**src/rtl/sync_seeker_array.sv**
```systemverilog
// Header-alignment seeker: NUM_SEEKERS parallel HUNT/LOCKED seekers, each scanning its own
// slice of candidate offsets, with a sticky arbiter that reports one locked offset.
module sync_seeker_array #(
  parameter int FRAME_W     = 66,
  parameter int NUM_SEEKERS = 4,
  parameter int LOCK_CNT    = 32,
  parameter int ERR_WIN     = 64,
  parameter int ERR_MAX     = 16,
  parameter int POS_W       = $clog2(FRAME_W),
  parameter int SEL_W       = (NUM_SEEKERS > 1) ? $clog2(NUM_SEEKERS) : 1
) (
  input  logic               clk_i,
  input  logic               rst_ni,
  input  logic [FRAME_W:0]   gbox_buffer,
  input  logic               buffer_dv,
  output logic               is_synced,
  output logic [POS_W-1:0]   offset_pos,
  output logic [SEL_W-1:0]   winner_o,
  output logic               sync_lost
);

  localparam int RANGE  = (FRAME_W + NUM_SEEKERS - 1) / NUM_SEEKERS;
  localparam int SLOTS  = 2 ** SEL_W;
  localparam int GOOD_W = $clog2(LOCK_CNT + 1);
  localparam int WIN_W  = $clog2(ERR_WIN + 1);

  typedef enum logic {HUNT, LOCKED} seek_state_t;

  // Padded to a power of two so winner_o can index without range checks.
  logic [SLOTS-1:0] locked;
  logic [POS_W-1:0] cands [SLOTS];

  for (genvar k = 0; k < SLOTS; k++) begin : g_seek
    localparam int LO     = k * RANGE;
    localparam int HI_RAW = (k + 1) * RANGE - 1;
    localparam int HI     = (HI_RAW < FRAME_W - 1) ? HI_RAW : FRAME_W - 1;

    if (k < NUM_SEEKERS && LO < FRAME_W) begin : g_live
      seek_state_t       state_q, state_d;
      logic [POS_W-1:0]  cand_q, cand_d, cand_adv;
      logic [GOOD_W-1:0] good_q, good_d;
      logic [WIN_W-1:0]  win_q, win_d, err_q, err_d, win_inc, err_inc;
      logic [1:0]        pair;
      logic              hdr_ok;

      assign pair     = 2'(gbox_buffer >> cand_q);
      assign hdr_ok   = pair[1] ^ pair[0];
      assign cand_adv = (cand_q == POS_W'(HI)) ? POS_W'(LO) : cand_q + 1'b1;

      always_ff @(posedge clk_i) begin
        if (!rst_ni) begin
          state_q <= HUNT;
          cand_q  <= POS_W'(LO);
          good_q  <= '0;
          win_q   <= '0;
          err_q   <= '0;
        end else begin
          state_q <= state_d;
          cand_q  <= cand_d;
          good_q  <= good_d;
          win_q   <= win_d;
          err_q   <= err_d;
        end
      end

      always_comb begin
        state_d = state_q;
        cand_d  = cand_q;
        good_d  = good_q;
        win_d   = win_q;
        err_d   = err_q;
        win_inc = win_q + 1'b1;
        err_inc = err_q + WIN_W'(!hdr_ok);
        if (buffer_dv) begin
          case (state_q)
            HUNT: begin
              if (hdr_ok) begin
                good_d = good_q + 1'b1;
                if (good_d == GOOD_W'(LOCK_CNT)) begin
                  state_d = LOCKED;
                  win_d   = '0;
                  err_d   = '0;
                end
              end else begin
                good_d = '0;
                cand_d = cand_adv;
              end
            end
            LOCKED: begin
              win_d = win_inc;
              err_d = err_inc;
              // Too many errors beats a window rollover on the same beat.
              if (err_inc == WIN_W'(ERR_MAX)) begin
                state_d = HUNT;
                cand_d  = cand_adv;
                good_d  = '0;
                win_d   = '0;
                err_d   = '0;
              end else if (win_inc == WIN_W'(ERR_WIN)) begin
                win_d = '0;
                err_d = '0;
              end
            end
            default: ;
          endcase
        end
      end

      assign locked[k] = (state_q == LOCKED);
      assign cands[k]  = cand_q;
    end else begin : g_tie
      assign locked[k] = 1'b0;
      assign cands[k]  = '0;
    end
  end

  logic             found;
  logic [SEL_W-1:0] pick;

  // Keep a still-locked winner; otherwise the lowest locked index takes over.
  always_comb begin
    found = 1'b0;
    pick  = winner_o;
    if (is_synced && locked[winner_o]) begin
      found = 1'b1;
    end else begin
      for (int i = SLOTS - 1; i >= 0; i--) begin
        if (locked[i]) begin
          found = 1'b1;
          pick  = SEL_W'(i);
        end
      end
    end
  end

  always_ff @(posedge clk_i) begin
    if (!rst_ni) begin
      is_synced  <= 1'b0;
      sync_lost  <= 1'b0;
      winner_o   <= '0;
      offset_pos <= '0;
    end else begin
      is_synced <= found;
      sync_lost <= is_synced & ~found;
      if (found) begin
        winner_o   <= pick;
        offset_pos <= cands[pick];
      end
    end
  end

endmodule
```
**config.mk**
```make
export PLATFORM = sky130hd
export DESIGN_NAME = sync_seeker_array
export DESIGN_NICKNAME = d
export VERILOG_FILES = /design/src/rtl/sync_seeker_array.sv
export SDC_FILE = /design/constraint.sdc
export NUM_CORES = 1
export LEC_CHECK = 0
export BUFFER_PORTS_ARGS = -buffer_cell sky130_fd_sc_hd__buf_2
export CAP_MARGIN = 20
export CORE_MARGIN = 1
export CORE_UTILIZATION = 50
export DETAILED_ROUTE_END_ITERATION = 10
export PLACE_DENSITY = 0.79
export SLEW_MARGIN = 30
export SYNTH_ARGS = -nofsm -noshare
export SYNTH_HDL_FRONTEND = slang
export SYNTH_SLANG_ARGS = --single-unit
```
**constraint.sdc**
```tcl
create_clock -name clk_i -period 5.72 [get_ports clk_i]
set_clock_uncertainty 0.1 [all_clocks]
set_input_delay 1.144 -clock clk_i [delete_from_list [all_inputs] [get_ports clk_i]]
set_output_delay 1.144 -clock clk_i [all_outputs]
set_load 0.05 [all_outputs]
```
## Word-level counts from Yosys, hierarchy flattened

Cells that the tools add are included.

- Shifts and indexed selects: 4
- $add $sub $neg: 16
- Magnitude comparators: 2
- Multiplexer cells: 91
- Eq/ne operators: 32
- Bitwise gates (word level): 11
- Reductions and logical operators: 17

Operators by type and width:

| operator | number |
|---|---|
| 67-bit by 7-bit right shift with 2-bit output | 4 |
| 7-bit 2-to-1 mux | 38 |
| 7-bit one-hot mux with 2 select lines | 12 |
| 7-bit by 1-bit adder with 7-bit output (second input constant) | 8 |
| 6-bit 2-to-1 mux | 8 |
| 6-bit one-hot mux with 2 select lines | 4 |
| 7-bit by 5-bit == test with 1-bit output (second input constant) | 5 |
| 7-bit == test (second input constant) | 5 |
| 7-bit by 1-bit adder with 7-bit output | 4 |
| 6-bit by 1-bit adder with 6-bit output (second input constant) | 4 |
| 6-bit == test (second input constant) | 4 |
| 2-bit inequality test (second input constant) | 12 |
| 3-bit AND reduction | 8 |
| 1-bit 2-to-1 mux | 18 |
| 7-bit binary-select mux with 2-bit select | 1 |
| 7-bit by 6-bit == test with 1-bit output (second input constant) | 2 |
| 2-bit 2-to-1 mux | 5 |
| 2-bit by 1-bit inequality test with 1-bit output (second input constant) | 4 |
| 1-bit one-hot mux with 2 select lines | 4 |
| 2-bit AND reduction | 4 |
| 1-bit inverter | 5 |
| 1-bit zero test | 4 |
| 1-bit XOR | 4 |
| 3-bit greater-or-equal comparator (second input constant) | 1 |
| other kinds (5) | 5 |

- Output and inout port bits: 11
- Register bits: 123
- Logic and storage cells: 197
- Bits of input ports: 70

## Longest topological paths before layout

Gate-level depths: netlist of run 1.

- Depth after elaboration: 9
- Depth in mapped cells: 22
- Mapped depth without buffers: 17

## Worst setup path before layout of run 1

Ideal clock, no wire load.

- Path type: input to register
- Start point: in gbox_buffer[7]
- End point: reg g_seek[3].g_live.cand_q[4]
- Path slack: -0.043 ns
- Required time: 5.498 ns
- Stages on the path: 17
- Arrival: 5.541 ns
- Setup time: 0.122 ns
- Cell sequence: mux4_2 -> nor2_1 -> a211oi_1 -> or4_1 -> a211o_1 -> a21boi_2 -> or3b_2 -> ha_1 -> ha_1 -> and3_1 -> nand3_1 -> xnor2_1 -> o41ai_1 -> nand2_1 -> a21oi_1 -> o21ai_0 -> a221o_1

- Longest elaborated chain between the ends: 7
- Elaborated cells on any way between the ends: 8
- Classes of those cells: add/sub: 1; eq/ne: 3; shift: 1; bitwise: 1; reduce/logical: 2

RTL lines:

| element | RTL line | text |
|---|---|---|
| start: declaration | 14 | `input logic [FRAME_W:0] gbox_buffer,` |
| 67-bit by 7-bit right shift with 2-bit output * | 46 | `assign pair = 2'(gbox_buffer >> cand_q);` |
| 1-bit XOR * | 47 | `assign hdr_ok = pair[1] ^ pair[0];` |
| 1-bit zero test | 73 | `err_inc = err_q + WIN_W'(!hdr_ok);` |
| 7-bit by 1-bit adder with 7-bit output | 73 |  |
| 7-bit by 5-bit == test with 1-bit output | 93 | `if (err_inc == WIN_W'(ERR_MAX)) begin` |
| 2-bit by 1-bit inequality test with 1-bit output (no source line) | n/a |  |
| 3-bit AND reduction (no source line) * | n/a |  |
| end signal: assignment | 53 | `cand_q <= POS_W'(LO);` |
| end signal: assignment | 59 | `cand_q <= cand_d;` |
| end: declaration | 40 | `logic [POS_W-1:0] cand_q, cand_d, cand_adv;` |

Every way passes the cells marked *; elsewhere a longest branch is shown, timed or not.
A chain may end at the register's enable or synchronous reset.

## Worst setup path in the final report of run 1

- Start point: in gbox_buffer[28]
- End point: reg g_seek[3].g_live.good_q[4]

- Longest elaborated chain between the ends: 7
- Elaborated cells on any way between the ends: 9
- Classes of those cells: add/sub: 1; eq/ne: 2; shift: 1; mux: 2; bitwise: 1; reduce/logical: 2

RTL lines:

| element | RTL line | text |
|---|---|---|
| 67-bit by 7-bit right shift with 2-bit output * | 46 |  |
| 1-bit XOR * | 47 |  |
| 1-bit zero test | 73 |  |
| 7-bit by 1-bit adder with 7-bit output | 73 |  |
| 7-bit by 5-bit == test with 1-bit output | 93 |  |
| 2-bit by 1-bit inequality test with 1-bit output (no source line) | n/a |  |
| 2-bit AND reduction (no source line) | n/a |  |
| end signal: assignment | 60 | `good_q <= good_d;` |
| end: declaration | 41 | `logic [GOOD_W-1:0] good_q, good_d;` |

Marked as above.

==> results.sh, run 1 <==
export IMPL_final_util_pct=57.9
export IMPL_tightest_slew_ns=0.958
export IMPL_start_util_pct=51.5
export IMPL_netlist_top_cells_count="dfxtp_1, mux4_2, nand2_1"
export IMPL_synthFlopType="dfxtp_1"
export IMPL_synth_nets=1353
export IMPL_stdcell_count=1658
export IMPL_hold_viol_final=0
export IMPL_netlist_area_um2=11800
export IMPL_yosys_area_top_type="mux4_2"
export IMPL_fin_area_um2=13200
export IMPL_layout_nets=1428
export IMPL_status="completed"
export IMPL_cp_top_family="compound AO/OA/AOI/OAI gates"
export IMPL_hold_ws_ns=0.375
export IMPL_max_stage_delay_ns=0.49
export IMPL_clockRootBuffer="clkbuf_16"
export IMPL_grtUsageTotal_pct=30.2
export IMPL_clock_latency_ns=0.42
export IMPL_synth_cell_types=85
export IMPL_layout_min_cycle_time_ns=5.40
export IMPL_num_rows=55
export IMPL_rsz0062_at_grt="false"
export IMPL_core_um2=22800
export IMPL_htreeDepth=4
export IMPL_slowest_stage="o41ai_2"
export IMPL_wl_per_cell_um=21.6
export IMPL_grt_use_met3_pct=8.89
export IMPL_placed_cell_area_um2=12700
export IMPL_grt_start_max_net_pins=68
export IMPL_grtUsageMet1_pct=38.6
export IMPL_cp_start_kind="input pin"
export IMPL_numPortBuffers=80
export IMPL_path_cells="buf_2 > mux4_2 > mux2i_1 > mux2i_1 > o32a_1 > a211o_1 > a21boi_2 > or3b_2 > ha_1 > ha_1 > and3_1 > nand3_1 > xnor2_1 > o41ai_2 > nand2_1 > or3_1 > a211o_1 > a21oi_1"
export IMPL_gr_total_overflow=0
export IMPL_vdd_drop_max_uv=215
export IMPL_die_w_um=155
export IMPL_synth_edf_count=0
export IMPL_cts_buffers=17
export IMPL_critPathMaxFanout=8
export IMPL_gp_routability_congestion=1.04
export IMPL_via_per_inst=6.89
export IMPL_setup_ws_ns=0.322
export IMPL_post_place_ws_ns=0.0329
export IMPL_fp_dieArea_um2=24100
export IMPL_worstSetupPathType="in2reg"
export IMPL_synth_top_area_share_pct=22.8
export IMPL_cts_hold_buf=0
export IMPL_synth_warnings=0
export IMPL_grt_busiest_layer="met2"
export IMPL_synthToLayoutAreaGrowth_pct=12.6
export IMPL_drc=0
export IMPL_drt_first_pass_iters=6
export IMPL_maxSlewHeadroom_pct=36.1
export IMPL_p_per_area_nw_per_um2=326
export IMPL_synth_area_top_cells="mux4_2, dfxtp_1, mux2i_1"
export IMPL_dieHeight_um=155
export IMPL_dp_cells=1624
export IMPL_cp_arrival_ns=5.65
export IMPL_antenna_found_initial=3
export IMPL_synthCells=1255
export IMPL_async_flop_share_pct=0
export IMPL_grtUsageMet2_pct=45.9
export IMPL_crit_buf_inv=1
export IMPL_hold_class="reg2reg"
export IMPL_routed_wl_um=35800
export IMPL_syn_mean_instance_area_um2=9.37
export IMPL_grt_pass1_wl_um=57000
export IMPL_finalPower_mw=4.31
export IMPL_dp_hpwl_um=26200
export IMPL_end_kind="flip-flop"
export IMPL_final_antenna_net_count=0
export IMPL_cts_tree="yes"
export IMPL_clock_sinks=123
export IMPL_clk_pin_slew_ns=0.06
export IMPL_crit_required_ns=5.97
export IMPL_tns_ns=0
export IMPL_synth_ff_latch_count=123
export IMPL_drtIter0Drc=1217
export IMPL_vias=11430
export IMPL_drv_cap=0
export IMPL_yosysMostFrequentCell="dfxtp_1"
export IMPL_slew_violations=0
export IMPL_ys_seq_area_share_pct=20.9
export IMPL_fmax_mhz=185
export IMPL_power_static_leakage_nw=4.92
export IMPL_finalSetupViolCount=0
export IMPL_clk_path_buf_depth=2
export IMPL_finalCritPeriodShare_pct=94.4
export IMPL_ios=81
export IMPL_drive_gt1_share_pct=27.0
export IMPL_grt_pass1_vias=10496
## final timing paths
path / from / to / slack [ns] / cells after the start
worst min-delay path: g_seek[3].g_live.err_q[6] / g_seek[3].g_live.err_q[6] / 0.37 / 2
worst max-delay path: gbox_buffer[28] / g_seek[3].g_live.good_q[4] / 0.32 / 18
worst max register to register: g_seek[3].g_live.cand_q[1] / g_seek[3].g_live.good_q[4] / 0.41 / 17
worst min register to register: g_seek[3].g_live.err_q[6] / g_seek[3].g_live.err_q[6] / 0.37 / 2
## layer usage
layer	vias to the layer above	share of wire [%]
li1	5106	-
met1	5446	39
met2	726	44
met3	152	11
met4	0	5.5
met5	-	0
## flip-flops by register name, indices dropped and copies added, names as in the netlist
register	flops
sync_lost	1
g_seek.g_live.state_q	4
is_synced	1
g_seek.g_live.err_q	28
g_seek.g_live.good_q	24
g_seek.g_live.cand_q	28
offset_pos	7
g_seek.g_live.win_q	28
winner_o	2
## logic make-up (layout without fill, tap and decap cells)
group                      Yosys count  after routing  synth area share (%)
buffers and inverters              123            210                  4.76
and+or+nand+nor                    485            485                  21.8
muxes                              205            205                  32.0
adders and majority gates           28             28                  2.98
other                                0              3                     0
DFF                                123            123                  20.9
AOI/OAI and AO/OA                  262            262                  15.3
xor gates and xnor gates            29             29                  2.16
## layout by cell type, fill, tap and decap left out, types with 33 or more instances in the layout
cell / Yosys / layout
mux2i_1: 61 / 61
and3_1: 33 / 33
nor3_1: 41 / 41
buf_2: 21 / 80
nand3_1: 67 / 67
nand2_1: 104 / 104
mux4_2: 119 / 119
buf_4: 11 / 74
o21ai_0: 47 / 47
nor2_1: 88 / 88
a21oi_1: 52 / 52
dfxtp_1: 123 / 116
## report_power, final
group | internal [mW] | switching (mW)
clock network | 0.634 | 0.396
logic | 1.11 | 1.04
registers | 0.904 | 0.219
## cell type report
cell class / count / area [um2]
Antenna cell: 3 / 7.51
Clock buffer: 19 / 433
Clock inverter: 12 / 124
Fill cell: 1974 / 9610
Inverter: 25 / 93.8
Multi-Input combinational cell: 1009 / 8760
Sequential cell: 123 / 2470
Tap cell: 313 / 392
Timing Repair Buffer: 154 / 956
## what timing repair did
| action | in CTS | in global routing |
|---|---|---|
| endpoints found under the setup margin | 0 | 6 |
| buffers inserted | 0 | 0 |
| gates resized for setup | 0 | 1 |
## worst reg2reg max path, cell delays in order, from the launching register on
cell and delay [ns]:
dfxtp_2 0.65, buf_4 0.34, mux4_2 0.34, nor2_1 0.16, nor4_1 0.07, or4_1 0.53
o2111ai_1 0.20, or3b_2 0.52, ha_1 0.20, ha_1 0.21, and3_1 0.22, nand3_1 0.10
xnor2_1 0.10, o41ai_2 0.49, nand2_1 0.20, or3_1 0.38, a211o_1 0.29, a21oi_1 0.15
No activity file was read; power rests on OpenSTA's default activity.
==> run 2: changes to the inputs <==
--- a/config.mk
+++ b/config.mk
@@ -5,12 +5,13 @@
 export SDC_FILE = /design/constraint.sdc
 export NUM_CORES = 1
 export LEC_CHECK = 0
+export ABC_AREA = 1
 export BUFFER_PORTS_ARGS = -buffer_cell sky130_fd_sc_hd__buf_2
 export CAP_MARGIN = 20
 export CORE_MARGIN = 1
 export CORE_UTILIZATION = 50
 export DETAILED_ROUTE_END_ITERATION = 10
-export PLACE_DENSITY = 0.79
+export PLACE_DENSITY = 0.78
 export SLEW_MARGIN = 30
 export SYNTH_ARGS = -nofsm -noshare
 export SYNTH_HDL_FRONTEND = slang
==> run 2 against run 1 <==
Global-route usage up 9.6 points; highest routed layer is now met5; core utilization down 1.8 points; first-iteration DRC count up 65%; largest cell class unchanged; die area up 11%; power up 24%.
==> results.sh, run 2 <==
export IMPL_tns_ns=0
export IMPL_start_util_pct=51.4
export IMPL_layout_common_cells="nand2_1, nor2_1, inv_1"
export IMPL_synth_edf_count=0
export IMPL_drt_first_pass_iters=7
export IMPL_netlist_top_cells_count="nand2_1, nor2_1, inv_1"
export IMPL_netlist_area_um2=13000
export IMPL_hold_viol_final=0
export IMPL_crit_required_ns=5.94
export IMPL_end_kind="flip-flop"
export IMPL_status="completed"
export IMPL_routed_wl_um=53000
export IMPL_synth_cell_types=42
export IMPL_cts_buffers=17
export IMPL_synth_ff_latch_count=123
export IMPL_maxSlewHeadroom_pct=31.5
export IMPL_wl_per_cell_um=18.8
export IMPL_core_um2=25300
export IMPL_syn_mean_instance_area_um2=5.32
export IMPL_fmax_mhz=185
export IMPL_cp_arrival_ns=5.63
export IMPL_finalPower_mw=5.36
export IMPL_tightest_slew_ns=1.02
export IMPL_numPortBuffers=80
export IMPL_grt_start_max_net_pins=77
export IMPL_p_per_area_nw_per_um2=377
export IMPL_layout_min_cycle_time_ns=5.40
export IMPL_die_w_um=163
export IMPL_vdd_drop_max_uv=257
export IMPL_synthCells=2447
export IMPL_post_cts_resized=0
export IMPL_finalCritPeriodShare_pct=94.5
export IMPL_ios=81
export IMPL_cp_start_kind="flip-flop"
export IMPL_synth_warnings=0
export IMPL_reg2reg_depth=27
export IMPL_cts_tree="yes"
export IMPL_reg_top3="g_seek.g_live.cand_q x28, g_seek.g_live.err_q x28, g_seek.g_live.win_q x28"
export IMPL_synthToLayoutAreaGrowth_pct=9.27
export IMPL_dp_hpwl_um=37200
export IMPL_power_static_leakage_nw=7.39
export IMPL_dieHeight_um=163
export IMPL_async_flop_share_pct=0
export IMPL_critPathMaxFanout=26
export IMPL_antenna_found_initial=5
export IMPL_slew_violations=0
export IMPL_worstSetupPathType="reg2reg"
export IMPL_synth_top_area_share_pct=28.2
export IMPL_grt_pass1_vias=15064
export IMPL_layout_nets=2576
export IMPL_htreeDepth=4
export IMPL_num_rows=58
export IMPL_fp_dieArea_um2=26700
export IMPL_synth_area_top_cells="nand2_1, dfxtp_1, nor2_1"
export IMPL_hold_class="reg2reg"
export IMPL_vias=16472
export IMPL_synthFlopType="dfxtp_1"
export IMPL_via_per_inst=5.83
export IMPL_drc=0
export IMPL_gr_total_overflow=0
export IMPL_grtUsageTotal_pct=39.8
export IMPL_grt_pass1_wl_um=82300
export IMPL_drtIter0Drc=2014
export IMPL_cts_hold_buf=0
export IMPL_clk_path_buf_depth=2
export IMPL_drive_gt1_share_pct=7.95
export IMPL_clock_latency_ns=0.42
export IMPL_final_antenna_net_count=0
export IMPL_rrSetupSlack_ns=0.32
export IMPL_drv_cap=0
export IMPL_min_path_cells=2
export IMPL_rsz0062_at_grt="false"
export IMPL_yosys_area_top_type="nand2_1"
export IMPL_gp_routability_congestion=1.05
export IMPL_clockRootBuffer="clkbuf_16"
export IMPL_clock_sinks=123
export IMPL_clk_pin_slew_ns=0.06
export IMPL_final_common_cell="nand2_1"
export IMPL_synth_nets=2545
export IMPL_postCtsSetupRepairBufs=0
export IMPL_yosysMostFrequentCell="nand2_1"
export IMPL_finalSetupViolCount=0
export IMPL_hold_ws_ns=0.387
export IMPL_ys_seq_area_share_pct=18.9
[run 2: cell types whose count changed in the layout (fill, tap and decap cells not counted), moves of 38 or more]
cell,change
a21oi_1,+70
nand3_1,+143
nor2_1,+227
mux4_2,-119
nand2_1,+872
o211ai_1,+44
mux2i_1,-59
xor2_1,+38
inv_1,+225
[run 2: area by class of cell]
cell class | count | area [um2]
Fill cell | 2610 | 11100
Multi-Input combinational cell | 1953 | 8980
Sequential cell | 123 | 2470
Inverter | 261 | 981
Timing Repair Buffer | 122 | 723
Clock buffer | 20 | 457
Tap cell | 330 | 413
Clock inverter | 12 | 188
Antenna cell | 3 | 7.51
[run 2: logic make-up (layout without fill, tap and decap cells)]
logic type / count (synthesis) / in the layout / synth area share, %
AOI/OAI and AO/OA: 245 / 245 / 10.8
xor gates and xnor gates: 59 / 59 / 3.97
adders and majority gates: 28 / 28 / 2.69
buffers and inverters: 371 / 415 / 12.1
DFF: 123 / 123 / 18.9
muxes: 2 / 2 / 0.154
other: 0 / 3 / 0
and+or+nand+nor: 1619 / 1619 / 51.3
[run 2: worst max-delay path, cell delays in order, from the launching register on]
cell and delay (ns):
dfxtp_2 0.74, inv_2 0.28, buf_4 0.27, nand2_1 0.07, nand3_1 0.07, a21oi_1 0.23, nor2_1 0.07, nand2_1 0.12
nand3_1 0.18, nand2_1 0.13, nand2_1 0.05, o21ai_1 0.13, nand2_1 0.14, nand2_1 0.14, ha_1 0.16, ha_1 0.18
nand2_1 0.07, inv_1 0.09, nand2_1 0.11, xor2_1 0.19, nor4_1 0.23, nand3b_1 0.17, o21ai_1 0.27, inv_1 0.19
nor2_2 0.28, inv_1 0.14, or2_2 0.30, a21oi_1 0.18
[run 2: power breakdown]
group / switching, mW / leakage (nW) / internal (mW) / total [mW]
clock network: 0.436 / 0.307 / 0.758 / 1.19
logic: 2.22 / 6.09 / 0.884 / 3.10
registers: 0.137 / 0.996 / 0.926 / 1.06
total: 2.79 / 7.39 / 2.57 / 5.36
[run 2: metrics by stage]
step | cell area [um2] | cells | setup WS, ns | util [%]
global route | 14200 | 2822 | 0.0266 | 56.1
CTS | 14200 | 2821 | 0.509 | 56.0
floorplan | 13000 | 2447 | 1.55 | -
detailed placement | 13500 | 2789 | 0.563 | 53.5
global placement | 13500 | 2789 | 0.233 | 53.5
finish | 14200 | 2824 | 0.317 | 56.1
[run 2: path summary, 6_finish.rpt]
path	startpoint	to
max reg2reg	g_seek[2].g_live.cand_q[0]	g_seek[2].g_live.good_q[0]
min reg2reg	is_synced	sync_lost
max	g_seek[2].g_live.cand_q[0]	g_seek[2].g_live.good_q[0]
min	is_synced	sync_lost
[run 2: routing by layer]
layer	GRT usage, %	part of all wire, %	vias up
li1	-	-	7791
met2	60.1	43	1067
met3	13.4	13	216
met1	50.1	39	7394
met4	19.8	4.9	4
met5	0	0.049	-
